==> config.mk <==
export PLATFORM = sky130hd
export DESIGN_NAME = bram_table_writer_flat
export DESIGN_NICKNAME = d
export VERILOG_FILES = /design/src/rtl/bram_table_writer_if.sv /design/src/rtl/bram_table_writer.sv /design/src/flat_wrapper.sv
export SDC_FILE = /design/constraint.sdc
export NUM_CORES = 1
export LEC_CHECK = 0
export CORE_ASPECT_RATIO = 1.75
export CORE_UTILIZATION = 50
export DETAILED_ROUTE_END_ITERATION = 8
export HOLD_SLACK_MARGIN = 0.1
export PLACE_DENSITY = 0.79
export SLEW_MARGIN = 30
export SYNTH_ARGS = -nofsm -noshare
export SYNTH_HDL_FRONTEND = slang
export SYNTH_SLANG_ARGS = --single-unit
==> constraint.sdc <==
create_clock -name clk -period 4.7 [get_ports clk]
set_input_delay 0.94 -clock clk [delete_from_list [all_inputs] [get_ports clk]]
set_output_delay 0.94 -clock clk [all_outputs]
set_load 0.05 [all_outputs]
==> src/rtl/bram_table_writer_if.sv <==
// Stream-in and BRAM-side signal bundle for the S-box table writer.
// The slave modport is the writer; the master modport is the table source and BRAM.
interface bram_table_writer_if #(
  parameter int ADDR_W = 10,
  parameter int DATA_W = 8
);
  logic                  start;
  logic [2*DATA_W-1:0]   in_data;
  logic                  in_valid;
  logic                  in_ready;
  logic [DATA_W-1:0]     exp_sum;
  logic [DATA_W-1:0]     DOA;
  logic [DATA_W-1:0]     DOB;
  logic [ADDR_W-1:0]     ADDRA;
  logic [ADDR_W-1:0]     ADDRB;
  logic [DATA_W-1:0]     DIA;
  logic [DATA_W-1:0]     DIB;
  logic                  WEA;
  logic                  WEB;
  logic                  EN;
  logic                  busy;
  logic                  done;
  logic                  pass;

  modport master (
    output start, in_data, in_valid, exp_sum, DOA, DOB,
    input  in_ready, ADDRA, ADDRB, DIA, DIB, WEA, WEB, EN, busy, done, pass
  );

  modport slave (
    input  start, in_data, in_valid, exp_sum, DOA, DOB,
    output in_ready, ADDRA, ADDRB, DIA, DIB, WEA, WEB, EN, busy, done, pass
  );
endinterface

==> src/rtl/bram_table_writer.sv <==
// Loads a masked S-box table into a dual-port BRAM two entries per cycle,
// then reads it back through both ports and checks the XOR checksum.
module bram_table_writer #(
  parameter int ADDR_W = 10,
  parameter int DATA_W = 8,
  parameter int DEPTH  = 1024,
  parameter int RD_LAT = 2
) (
  input  logic               clk,
  input  logic               rst,
  bram_table_writer_if.slave bus
);

  localparam logic [ADDR_W-1:0] LAST_PAIR = ADDR_W'(DEPTH / 2 - 1);

  typedef enum logic [2:0] {
    S_IDLE,
    S_WRITE,
    S_VERIFY,
    S_DRAIN,
    S_DONE
  } state_t;

  state_t              state;
  logic [ADDR_W-1:0]   wcnt;
  logic [ADDR_W-1:0]   rcnt;
  logic [DATA_W-1:0]   wsum;
  logic [DATA_W-1:0]   rsum;
  logic [DATA_W-1:0]   exp_lat;
  logic [RD_LAT:0]     vld_p;

  logic                in_ready_q;
  logic [ADDR_W-1:0]   addra_q;
  logic [ADDR_W-1:0]   addrb_q;
  logic [DATA_W-1:0]   dia_q;
  logic [DATA_W-1:0]   dib_q;
  logic                wea_q;
  logic                web_q;
  logic                en_q;
  logic                busy_q;
  logic                done_q;
  logic                pass_q;

  logic [DATA_W-1:0]   lo;
  logic [DATA_W-1:0]   hi;
  logic                accept;
  logic                issue;

  function automatic logic [ADDR_W-1:0] even_addr(input logic [ADDR_W-1:0] pair);
    return ADDR_W'({pair, 1'b0});
  endfunction

  function automatic logic [ADDR_W-1:0] odd_addr(input logic [ADDR_W-1:0] pair);
    return ADDR_W'({pair, 1'b1});
  endfunction

  assign lo     = bus.in_data[DATA_W-1:0];
  assign hi     = bus.in_data[2*DATA_W-1:DATA_W];
  assign accept = (state == S_WRITE) && bus.in_valid && in_ready_q;
  assign issue  = (state == S_VERIFY);

  always_ff @(posedge clk or negedge rst) begin
    if (!rst) begin
      state      <= S_IDLE;
      wcnt       <= '0;
      rcnt       <= '0;
      wsum       <= '0;
      rsum       <= '0;
      exp_lat    <= '0;
      vld_p      <= '0;
      in_ready_q <= 1'b0;
      addra_q    <= '0;
      addrb_q    <= '0;
      dia_q      <= '0;
      dib_q      <= '0;
      wea_q      <= 1'b0;
      web_q      <= 1'b0;
      en_q       <= 1'b0;
      busy_q     <= 1'b0;
      done_q     <= 1'b0;
      pass_q     <= 1'b0;
    end else begin
      done_q <= 1'b0;
      // read tags age alongside the BRAM pipeline; the oldest one marks valid DOA/DOB
      vld_p  <= {vld_p[RD_LAT-1:0], issue};
      if (vld_p[RD_LAT]) begin
        rsum <= rsum ^ bus.DOA ^ bus.DOB;
      end

      case (state)
        S_IDLE: begin
          if (bus.start) begin
            exp_lat    <= bus.exp_sum;
            wcnt       <= '0;
            rcnt       <= '0;
            wsum       <= '0;
            rsum       <= '0;
            pass_q     <= 1'b0;
            busy_q     <= 1'b1;
            in_ready_q <= 1'b1;
            state      <= S_WRITE;
          end
        end

        S_WRITE: begin
          wea_q <= accept;
          web_q <= accept;
          en_q  <= accept;
          if (accept) begin
            addra_q <= even_addr(wcnt);
            addrb_q <= odd_addr(wcnt);
            dia_q   <= lo;
            dib_q   <= hi;
            wsum    <= wsum ^ lo ^ hi;
            wcnt    <= wcnt + 1'b1;
            if (wcnt == LAST_PAIR) begin
              in_ready_q <= 1'b0;
              state      <= S_VERIFY;
            end
          end
        end

        S_VERIFY: begin
          addra_q <= even_addr(rcnt);
          addrb_q <= odd_addr(rcnt);
          wea_q   <= 1'b0;
          web_q   <= 1'b0;
          en_q    <= 1'b1;
          rcnt    <= rcnt + 1'b1;
          if (rcnt == LAST_PAIR) begin
            state <= S_DRAIN;
          end
        end

        S_DRAIN: begin
          wea_q <= 1'b0;
          web_q <= 1'b0;
          // the final fold happens on this same edge when only the oldest tag remains
          if (vld_p[RD_LAT-1:0] == '0) begin
            en_q   <= 1'b0;
            done_q <= 1'b1;
            state  <= S_DONE;
          end else begin
            en_q <= 1'b1;
          end
        end

        S_DONE: begin
          pass_q <= (rsum == wsum) && (wsum == exp_lat);
          busy_q <= 1'b0;
          state  <= S_IDLE;
        end

        default: begin
          state <= S_IDLE;
        end
      endcase
    end
  end

  assign bus.in_ready = in_ready_q;
  assign bus.ADDRA    = addra_q;
  assign bus.ADDRB    = addrb_q;
  assign bus.DIA      = dia_q;
  assign bus.DIB      = dib_q;
  assign bus.WEA      = wea_q;
  assign bus.WEB      = web_q;
  assign bus.EN       = en_q;
  assign bus.busy     = busy_q;
  assign bus.done     = done_q;
  assign bus.pass     = pass_q;

endmodule

==> src/flat_wrapper.sv <==
// flat-port wrapper written by rule: the top's interface ports become plain ports
module bram_table_writer_flat 
#(
  parameter int ADDR_W = 10,
  parameter int DATA_W = 8,
  parameter int DEPTH  = 1024,
  parameter int RD_LAT = 2
)
  (clk, rst, bus_start, bus_in_data, bus_in_valid, bus_exp_sum, bus_DOA, bus_DOB, bus_in_ready, bus_ADDRA, bus_ADDRB, bus_DIA, bus_DIB, bus_WEA, bus_WEB, bus_EN, bus_busy, bus_done, bus_pass);
  bram_table_writer_if #(.ADDR_W(ADDR_W), .DATA_W(DATA_W)) bus_i ();
  input  logic clk;
  input  logic rst;
  input wire logic [$bits(bus_i.start)-1:0] bus_start;
  input wire logic [$bits(bus_i.in_data)-1:0] bus_in_data;
  input wire logic [$bits(bus_i.in_valid)-1:0] bus_in_valid;
  input wire logic [$bits(bus_i.exp_sum)-1:0] bus_exp_sum;
  input wire logic [$bits(bus_i.DOA)-1:0] bus_DOA;
  input wire logic [$bits(bus_i.DOB)-1:0] bus_DOB;
  output wire logic [$bits(bus_i.in_ready)-1:0] bus_in_ready;
  output wire logic [$bits(bus_i.ADDRA)-1:0] bus_ADDRA;
  output wire logic [$bits(bus_i.ADDRB)-1:0] bus_ADDRB;
  output wire logic [$bits(bus_i.DIA)-1:0] bus_DIA;
  output wire logic [$bits(bus_i.DIB)-1:0] bus_DIB;
  output wire logic [$bits(bus_i.WEA)-1:0] bus_WEA;
  output wire logic [$bits(bus_i.WEB)-1:0] bus_WEB;
  output wire logic [$bits(bus_i.EN)-1:0] bus_EN;
  output wire logic [$bits(bus_i.busy)-1:0] bus_busy;
  output wire logic [$bits(bus_i.done)-1:0] bus_done;
  output wire logic [$bits(bus_i.pass)-1:0] bus_pass;
  assign bus_i.start = bus_start;
  assign bus_i.in_data = bus_in_data;
  assign bus_i.in_valid = bus_in_valid;
  assign bus_i.exp_sum = bus_exp_sum;
  assign bus_i.DOA = bus_DOA;
  assign bus_i.DOB = bus_DOB;
  assign bus_in_ready = bus_i.in_ready;
  assign bus_ADDRA = bus_i.ADDRA;
  assign bus_ADDRB = bus_i.ADDRB;
  assign bus_DIA = bus_i.DIA;
  assign bus_DIB = bus_i.DIB;
  assign bus_WEA = bus_i.WEA;
  assign bus_WEB = bus_i.WEB;
  assign bus_EN = bus_i.EN;
  assign bus_busy = bus_i.busy;
  assign bus_done = bus_i.done;
  assign bus_pass = bus_i.pass;
  bram_table_writer #(.ADDR_W(ADDR_W), .DATA_W(DATA_W), .DEPTH(DEPTH), .RD_LAT(RD_LAT)) u_core (.clk(clk), .rst(rst), .bus(bus_i));
endmodule
# Word-level counts from Yosys, hierarchy flattened
# Cells that the tools add are included.
# op_classes
n_bitwise,4
mux,32
add_sub_neg,2
n_reduce_logical,20
eq_ne,13
# ops
op,n
10-bit case mux with 2 select lines,4
10-bit 2-to-1 mux,4
8-bit 2-to-1 mux,5
8-bit bitwise XOR,4
10-bit by 1-bit adder with 10-bit output (second input constant),2
10-bit by 9-bit == test with 1-bit output (second input constant),2
8-bit == test,2
8-bit case mux with 2 select lines,1
3-bit 2-to-1 mux,5
3-bit case mux with 4 select lines,1
2-bit AND reduction,5
2-bit nonzero test,5
1-bit case mux with 2 select lines,4
1-bit 2-to-1 mux,7
3-bit by 2-bit == test with 1-bit output (second input constant),2
2-bit inequality test (second input constant),3
5-bit AND reduction,1
2-bit by 1-bit inequality test with 1-bit output (second input constant),2
4-bit AND reduction,1
3-bit by 1-bit == test with 1-bit output (second input constant),1
3-bit == test (second input constant),1
1-bit logical AND,3
3-bit logical NOT,1
1-bit case mux with 3 select lines,1
other kinds (4),4
# word_totals
inputBits,44
ff_bits,92
wordCells,88
output_inout_bits,43

# Depth between registers and ports, before layout
# Gate-level depths: netlist of the first run.
# logic_depth
ltp_word,5
depth_mapped,8
ltp_nobuf,5

# Worst setup path after synthesis of the first run
# No wires, ideal clock.
# synth_path
path_kind,input port to flip-flop
startpoint,input port bus_start
endpoint,register u_core.wcnt[9]
arrival_time_ns,2.053
stages,4
slack_ns,2.569
required_ns,4.622
setup_time_ns,0.078
n_path_buf,0
cell_sequence,nor4b_4 a21oi_1 or4_1 a21oi_1
# synth_between
elab_chain_cells,2
# synth_rtl
item,line_no,source
"start, declared",flat_wrapper.sv:13,input wire logic [$bits(bus_i.start)-1:0] bus_start;
2-bit inequality test (no source line),n/a,
3-bit AND reduction (no source line),n/a,
"end signal, assigned",bram_table_writer.sv:115,wcnt <= wcnt + 1'b1;
"end, declared",bram_table_writer.sv:25,logic [ADDR_W-1:0] wcnt;
# No other way between the ends.
# A chain may end at the register's enable or synchronous reset.

# Worst setup path after layout of the first run
# layout_path
startpoint,input port bus_in_valid
endpoint,register u_core.addrb_q[8] (netlist: u_core.bus.ADDRB[8])
# layout_between
elab_chain_cells,4
# layout_rtl
item,line_no,source
"start, declared",flat_wrapper.sv:15,input wire logic [$bits(bus_i.in_valid)-1:0] bus_in_valid;
1-bit logical AND (2 in series),bram_table_writer.sv:59,assign accept = (state == S_WRITE) && bus.in_valid && in_ready_q;
2-bit by 1-bit inequality test with 1-bit output (no source line),n/a,
2-bit AND reduction (no source line),n/a,
"end signal, assigned",bram_table_writer.sv:111,addrb_q <= odd_addr(wcnt);
"end signal, assigned",bram_table_writer.sv:125,addrb_q <= odd_addr(rcnt);
"end, declared",bram_table_writer.sv:34,logic [ADDR_W-1:0] addrb_q;
# No other way between the ends.

==> results.ini, run 1 <==
[clock_network]
cts_max_level=3
tritoncts=yes
cts_resized=0
hold_buffers=0
cts_buffers=9
cts_setup_buffers=0
clk_pin_slew_worst_paths_ns=0.06
cts_buffer_depth=2
clk_latency_ns=0.34
cts.sinks=82
cts.root.buffer_cell=clkbuf_16

[critical_path]
crit_arrival_ns=3.02
startpoint_type=primary input
critPathCaptureType=register
crit_type=primary input to register
cp_data_required_time_ns=4.95
worstPathMaxFanout=18

[synthesis]
seq_area_frac_synth=0.522
yosys_register_bits=82
synth_area_um2=3930
syn_inst=432
ys.flop_type=dfrtp_1
async_reset_ff_frac=1.00
synth_edf_count=0
ys_warn_count=0
avgSynthCellArea_um2=9.11
synth_cell_types=48
syn_nets=478

[detailed_routing]
drtPass1Iterations=5
postRouteAntennaNets=0
drc=0
wl_per_cell_um=16.2
totalWireLength_mm=9.55
vias=3361
drtIter0Drc=264
via_per_inst=5.69

[global_routing]
grt_antenna_before_repair=0
grt_usage=0.243
grt_pass1_wl_mm=15.8
globalRouteOverflowTotal=0
grt_pass1_vias=3389
grt_max_degree=83

[placed_design]
hpwlAfterDp_mm=6.80
placement.io_buffers=85
gp_congestion=0.831

[die]
start_util=0.520
num_io_pins=87
rows=42
fp.coreArea_um2=7570
die_w_um=69.1
dieArea_um2=8240
die-height_um=119

[job]
maxCapViolCount=0

[timing]
setup_tns_ns=0
max_slew_margin=0.470
setup_violations=0
skew_ns=0.00736
hold_viol=0
post-route-min-period_ns=2.76
slew_violations=0
tightest_slew_ns=0.795
rsz0062_at_grt=false
post-route-period-util=0.588
fmax_ghz=0.362

[cells_and_area]
fin_util=0.668
antenna_cells=0
nFillCells=616
fin_nets=545
drive_above_1_share=0.0497
area_growth_pct=28.4

[pwr]
p_sw_frac=0.232
p_clk_frac=0.437
peakVddDrop_uv=231
p_per_area_nw_per_um2=332
p_int_mw=1.29
p_comb_frac=0.093
leakage_nw=2.26
seq_power_share=0.470
power_mw=1.68
p_sw_mw=0.390

[outcome]
outcome=completed

[worst_hold_path]
min_path_type=register to register

[worst paths after layout]
check | from | to | slack [ns] | cells after the start
worst max-delay path | bus_in_valid | u_core.bus.ADDRB[8] | 1.94 | 6
worst min-delay path | u_core.vld_p[0] | u_core.vld_p[1] | 0.46 | 0
worst max register to register | u_core.state[0] | u_core.bus.ADDRB[8] | 2.15 | 5
worst min register to register | u_core.vld_p[0] | u_core.vld_p[1] | 0.46 | 0
max in group asynchronous | rst | u_core.wcnt[6] | 3.56 | 1
min in group asynchronous | rst | u_core.bus.busy | 0.62 | 1
[critical path: stages]
cell             delay, ns
clkdlybuf4s50_1       0.47
nand2_1               0.34
nor2_2                0.66
buf_4                 0.33
nand2_1               0.09
a31oi_1               0.18
[cell usage after synthesis, types with 2 or more instances]
| library cell | n | share of area |
|---|---|---|
| xor2_1 | 25 | 0.056 |
| o22ai_1 | 5 | 0.0080 |
| and3_1 | 6 | 0.0095 |
| or3b_1 | 2 | 0.0045 |
| clkbuf_1 | 14 | 0.013 |
| ha_1 | 2 | 0.0064 |
| nand4_1 | 4 | 0.0064 |
| nand2b_1 | 2 | 0.0032 |
| nor3_1 | 16 | 0.020 |
| a21oi_1 | 8 | 0.010 |
| dfrtp_1 | 82 | 0.52 |
| buf_4 | 11 | 0.021 |
| a31oi_1 | 9 | 0.014 |
| inv_1 | 5 | 0.0048 |
| xnor2_1 | 4 | 0.0089 |
| o31ai_1 | 3 | 0.0057 |
| or3_1 | 7 | 0.011 |
| nand3_1 | 10 | 0.013 |
| o21ai_0 | 30 | 0.038 |
| o211ai_1 | 3 | 0.0057 |
| a22o_1 | 2 | 0.0045 |
| nor2_1 | 26 | 0.025 |
| buf_2 | 5 | 0.0064 |
| nand2_1 | 123 | 0.12 |
| nor4_1 | 4 | 0.0064 |
| or4_1 | 2 | 0.0038 |
[layout make-up]
class                           count  area (um2)  share of cell area
Clock buffer                        9         225              0.0446
Clock inverter                      6        82.6              0.0163
Multi-Input combinational cell    314        1700               0.336
Tap cell                           88         110              0.0218
Inverter                            5        18.8             0.00371
Timing Repair Buffer               87         867               0.172
Sequential cell                    82        2050               0.406
[per-layer routing]
| metal | wire, um | up-vias | GRT usage | share of wire |
|---|---|---|---|---|
| li1 | - | 1599 | - | - |
| met2 | 5470 | 84 | 0.444 | 0.57 |
| met1 | 3540 | 1651 | 0.266 | 0.37 |
| met3 | 228 | 27 | 0.0423 | 0.024 |
| met5 | 0 | - | 0 | 0 |
| met4 | 313 | 0 | 0.120 | 0.033 |
[state kept, by name, summed over array words and instances, names as in the netlist, 3 cells and up]
name	count
u_core.rcnt	10
u_core.rsum	8
u_core.vld_p	3
u_core.wcnt	10
u_core.bus.ADDRB	9
u_core.exp_lat	8
u_core.wsum	8
u_core.bus.DIB	8
u_core.state	3
u_core.bus.DIA	8
[per-stage QoR]
stage	area [um2]	std cells	hold slack (ns)	setup slack, ns
after floorplan	3930	432	0.396	2.57
after global placement	4740	576	0.425	1.63
after detailed placement	4740	576	0.423	1.59
after CTS	5050	591	0.462	1.93
after global routing	5050	591	0.494	1.79
final	5050	591	0.458	1.94
[kinds of logic (layout without fill, tap and decap cells)]
logic type      after synthesis  in the layout  share of synthesized area
compound gates               69             69                      0.106
flops                        82             82                      0.522
xor+xnor                     29             29                     0.0646
simple gates                211            211                      0.247
buf+inv                      36            107                     0.0483
mux                           2              2                    0.00541
other cells                   1              1                   0.000953
fa+ha+maj                     2              2                    0.00636
[power groups by stage]
stage                     sequential [mW]  combinational, mW  clock, mW
final                               0.788              0.156      0.734
after global routing                0.792              0.174      0.770
after CTS                           0.787              0.157      0.737
after detailed placement            0.799              0.155          0
after global placement              0.796              0.148          0
after floorplan                     0.789             0.0841          0
[placed cells by master (no fill, tap or decap), types with 2 or more instances in the layout]
cell,instances
a31oi_1,9
o21ai_0,30
clkdlybuf4s50_1,84
o22ai_1,5
inv_1,5
nor4_1,4
xor2_1,25
dfrtp_1,82
o31ai_1,3
bufinv_16,2
xnor2_1,4
o211ai_1,3
nor2_1,25
nand2_1,122
or3_1,7
clkbuf_16,9
nand3_1,10
buf_4,2
nand4_1,4
or3b_1,2
a21oi_1,8
nand2b_1,2
nor3_1,16
a22o_1,2
or4_1,2
clkinv_2,3
ha_1,2
and3_1,6
Note: power is estimated with default switching activity, not from simulation.
==> run 2: changes to the inputs <==
Clock period 4.7 ns to 2.7 ns, I/O delays scaled along.
==> run 2 against run 1 <==
Net effect:
- power up 61%
- final cell count up 1.2%
- cell area is essentially flat
- clock-buffer cell count rose by 3
- clock power grew 46%
- via count rose by 0.18%
- clock skew decreased by 0.0026 ns
- sequential power grew 74%
- global-route usage fell by 0.068 points
- register-to-register slack lost 1.7 ns
==> results.ini, run 2 (synthesis results as in run 1) <==
[detailed_routing]
wl_per_cell_um=15.8
wl_met3_um=358
totalWireLength_mm=9.45
postRouteAntennaNets=0
met1_length_mm=3.51
drc=0
drtIter0Drc=233
top_layer=met4
vias=3367
drtPass1Iterations=5
via_per_inst=5.63
dr_wl_met2_mm=5.30

[critical_path]
slowest_stage=or3b_1
path_cells=or3b_1 > nor4_4 > or3b_1 > a21oi_1
critPathCaptureType=register
startpoint_type=register
reg2regPathDepth=4
critPathMaxStageDelay_ns=0.69
crit_type=register to register
worstReg2RegStart=u_core.state[1]
worstPathMaxFanout=14
crit_arrival_ns=2.47
worst_path_most_repeated_cell=or3b_1
rr_endpoint=u_core.wcnt[8]
cp_data_required_time_ns=2.96
r2r_slack_ns=0.49

[pwr]
p_clk_frac=0.394
p_sw_frac=0.239
p_per_area_nw_per_um2=536
p_int_mw=2.06
power_mw=2.71
p_sw_mw=0.649
p_comb_frac=0.100
seq_power_share=0.505
peakVddDrop_uv=518
leakage_nw=2.27

[cells_and_area]
drive_above_1_share=0.0549
area_growth_pct=28.6
fin_nets=552
antenna_cells=0
mostFrequentLayoutCells=nand2_1, clkdlybuf4s50_1, dfrtp_1
final_common_cell=nand2_1
fin_util=0.668

[clock_network]
cts.root.buffer_cell=clkbuf_16
clk_latency_ns=0.33
cts_buffer_depth=2
tritoncts=yes
hold_buffers=0
cts.sinks=82
cts_max_level=3
cts_resized=0
cts_setup_buffers=0
cts_buffers=9
clk_pin_slew_worst_paths_ns=0.05

[die]
rows=42
die-height_um=119
num_io_pins=87
dieArea_um2=8240
die_w_um=69.1
start_util=0.520
fp.coreArea_um2=7570

[timing]
fmax_ghz=0.452
tightest_slew_ns=0.584
slew_violations=0
setup_tns_ns=0
rsz0062_at_grt=false
skew_ns=0.00472
post-route-period-util=0.820
worst_slack_ns=0.486
hold_viol=0
max_slew_margin=0.610
post-route-min-period_ns=2.21
hold_slack_ns=0.202
setup_violations=0

[placed_design]
pre_cts_ws_ns=0.450
gp_congestion=0.821
placement.io_buffers=85
hpwlAfterDp_mm=6.76

[global_routing]
grt_antenna_before_repair=0
grt_pass1_vias=3454
grt_max_degree=45
globalRouteOverflowTotal=0
grt_usage=0.242
grt_pass1_wl_mm=16.0

[outcome]
outcome=completed

[job]
maxCapViolCount=0

[worst_hold_path]
min_path_type=primary input to asynchronous set/reset pin

run 2: changes by cell type in the layout (fill, tap and decap cells not counted):
cell,previous run,this run
clkinv_2,3,2
buf_12,0,1
buf_4,2,9
bufinv_16,2,0
buf_6,1,0
clkbuf_1,0,3
nand2_1,122,123
nand2_2,1,0
run 2: worst max-delay path, delay by kind of cell, from the launching register on:
kind	cells	cell delay (ns)
AOI/OAI and AO/OA	1	0.15
DFF	1	0.50
and+or+nand+nor	3	1.49
run 2: area by class of cell:
cell class / count / area, um2
fillers: 605 / 2510
clock inverters: 3 / 17.5
flip-flops and latches: 82 / 2050
multi-input cells: 314 / 1690
repair buffers: 94 / 928
clock buffers: 12 / 236
well taps: 88 / 110
inverters: 5 / 18.8
run 2: stage by stage:
stage	instance area [um2]	instances
5_1_grt	5060	598
2_1_floorplan	3930	432
4_1_cts	5060	598
3_3_place_gp	4800	583
6_report	5060	598
3_5_place_dp	4800	583
run 2: worst max-delay path by stage:
stage                          endpoint  slack, ns  cells after the start       startpoint
global placement         u_core.rcnt[3]       0.49                      6        bus_start
finish                   u_core.wcnt[8]       0.49                      4  u_core.state[1]
CTS                      u_core.wcnt[8]       0.50                      4  u_core.state[1]
floorplan                u_core.wcnt[8]       0.84                      6  u_core.state[1]
detailed placement       u_core.rcnt[3]       0.45                      6        bus_start
global route        u_core.bus.ADDRB[4]       0.38                      5  u_core.state[1]
run 2: power groups by stage:
stage                     combinational [mW]  clock [mW]  sequential [mW]
final                                  0.272        1.07             1.37
after global routing                   0.304        1.14             1.38
after CTS                              0.276        1.08             1.37
after detailed placement               0.274           0             1.39
after global placement                 0.266           0             1.39
after floorplan                        0.146           0             1.37
run 2: per-layer routing:
layer | track usage | vias to the layer above
met4 | 0.106 | 0
met1 | 0.265 | 1632
met2 | 0.447 | 107
met5 | 0 | -
met3 | 0.0440 | 21
li1 | - | 1607
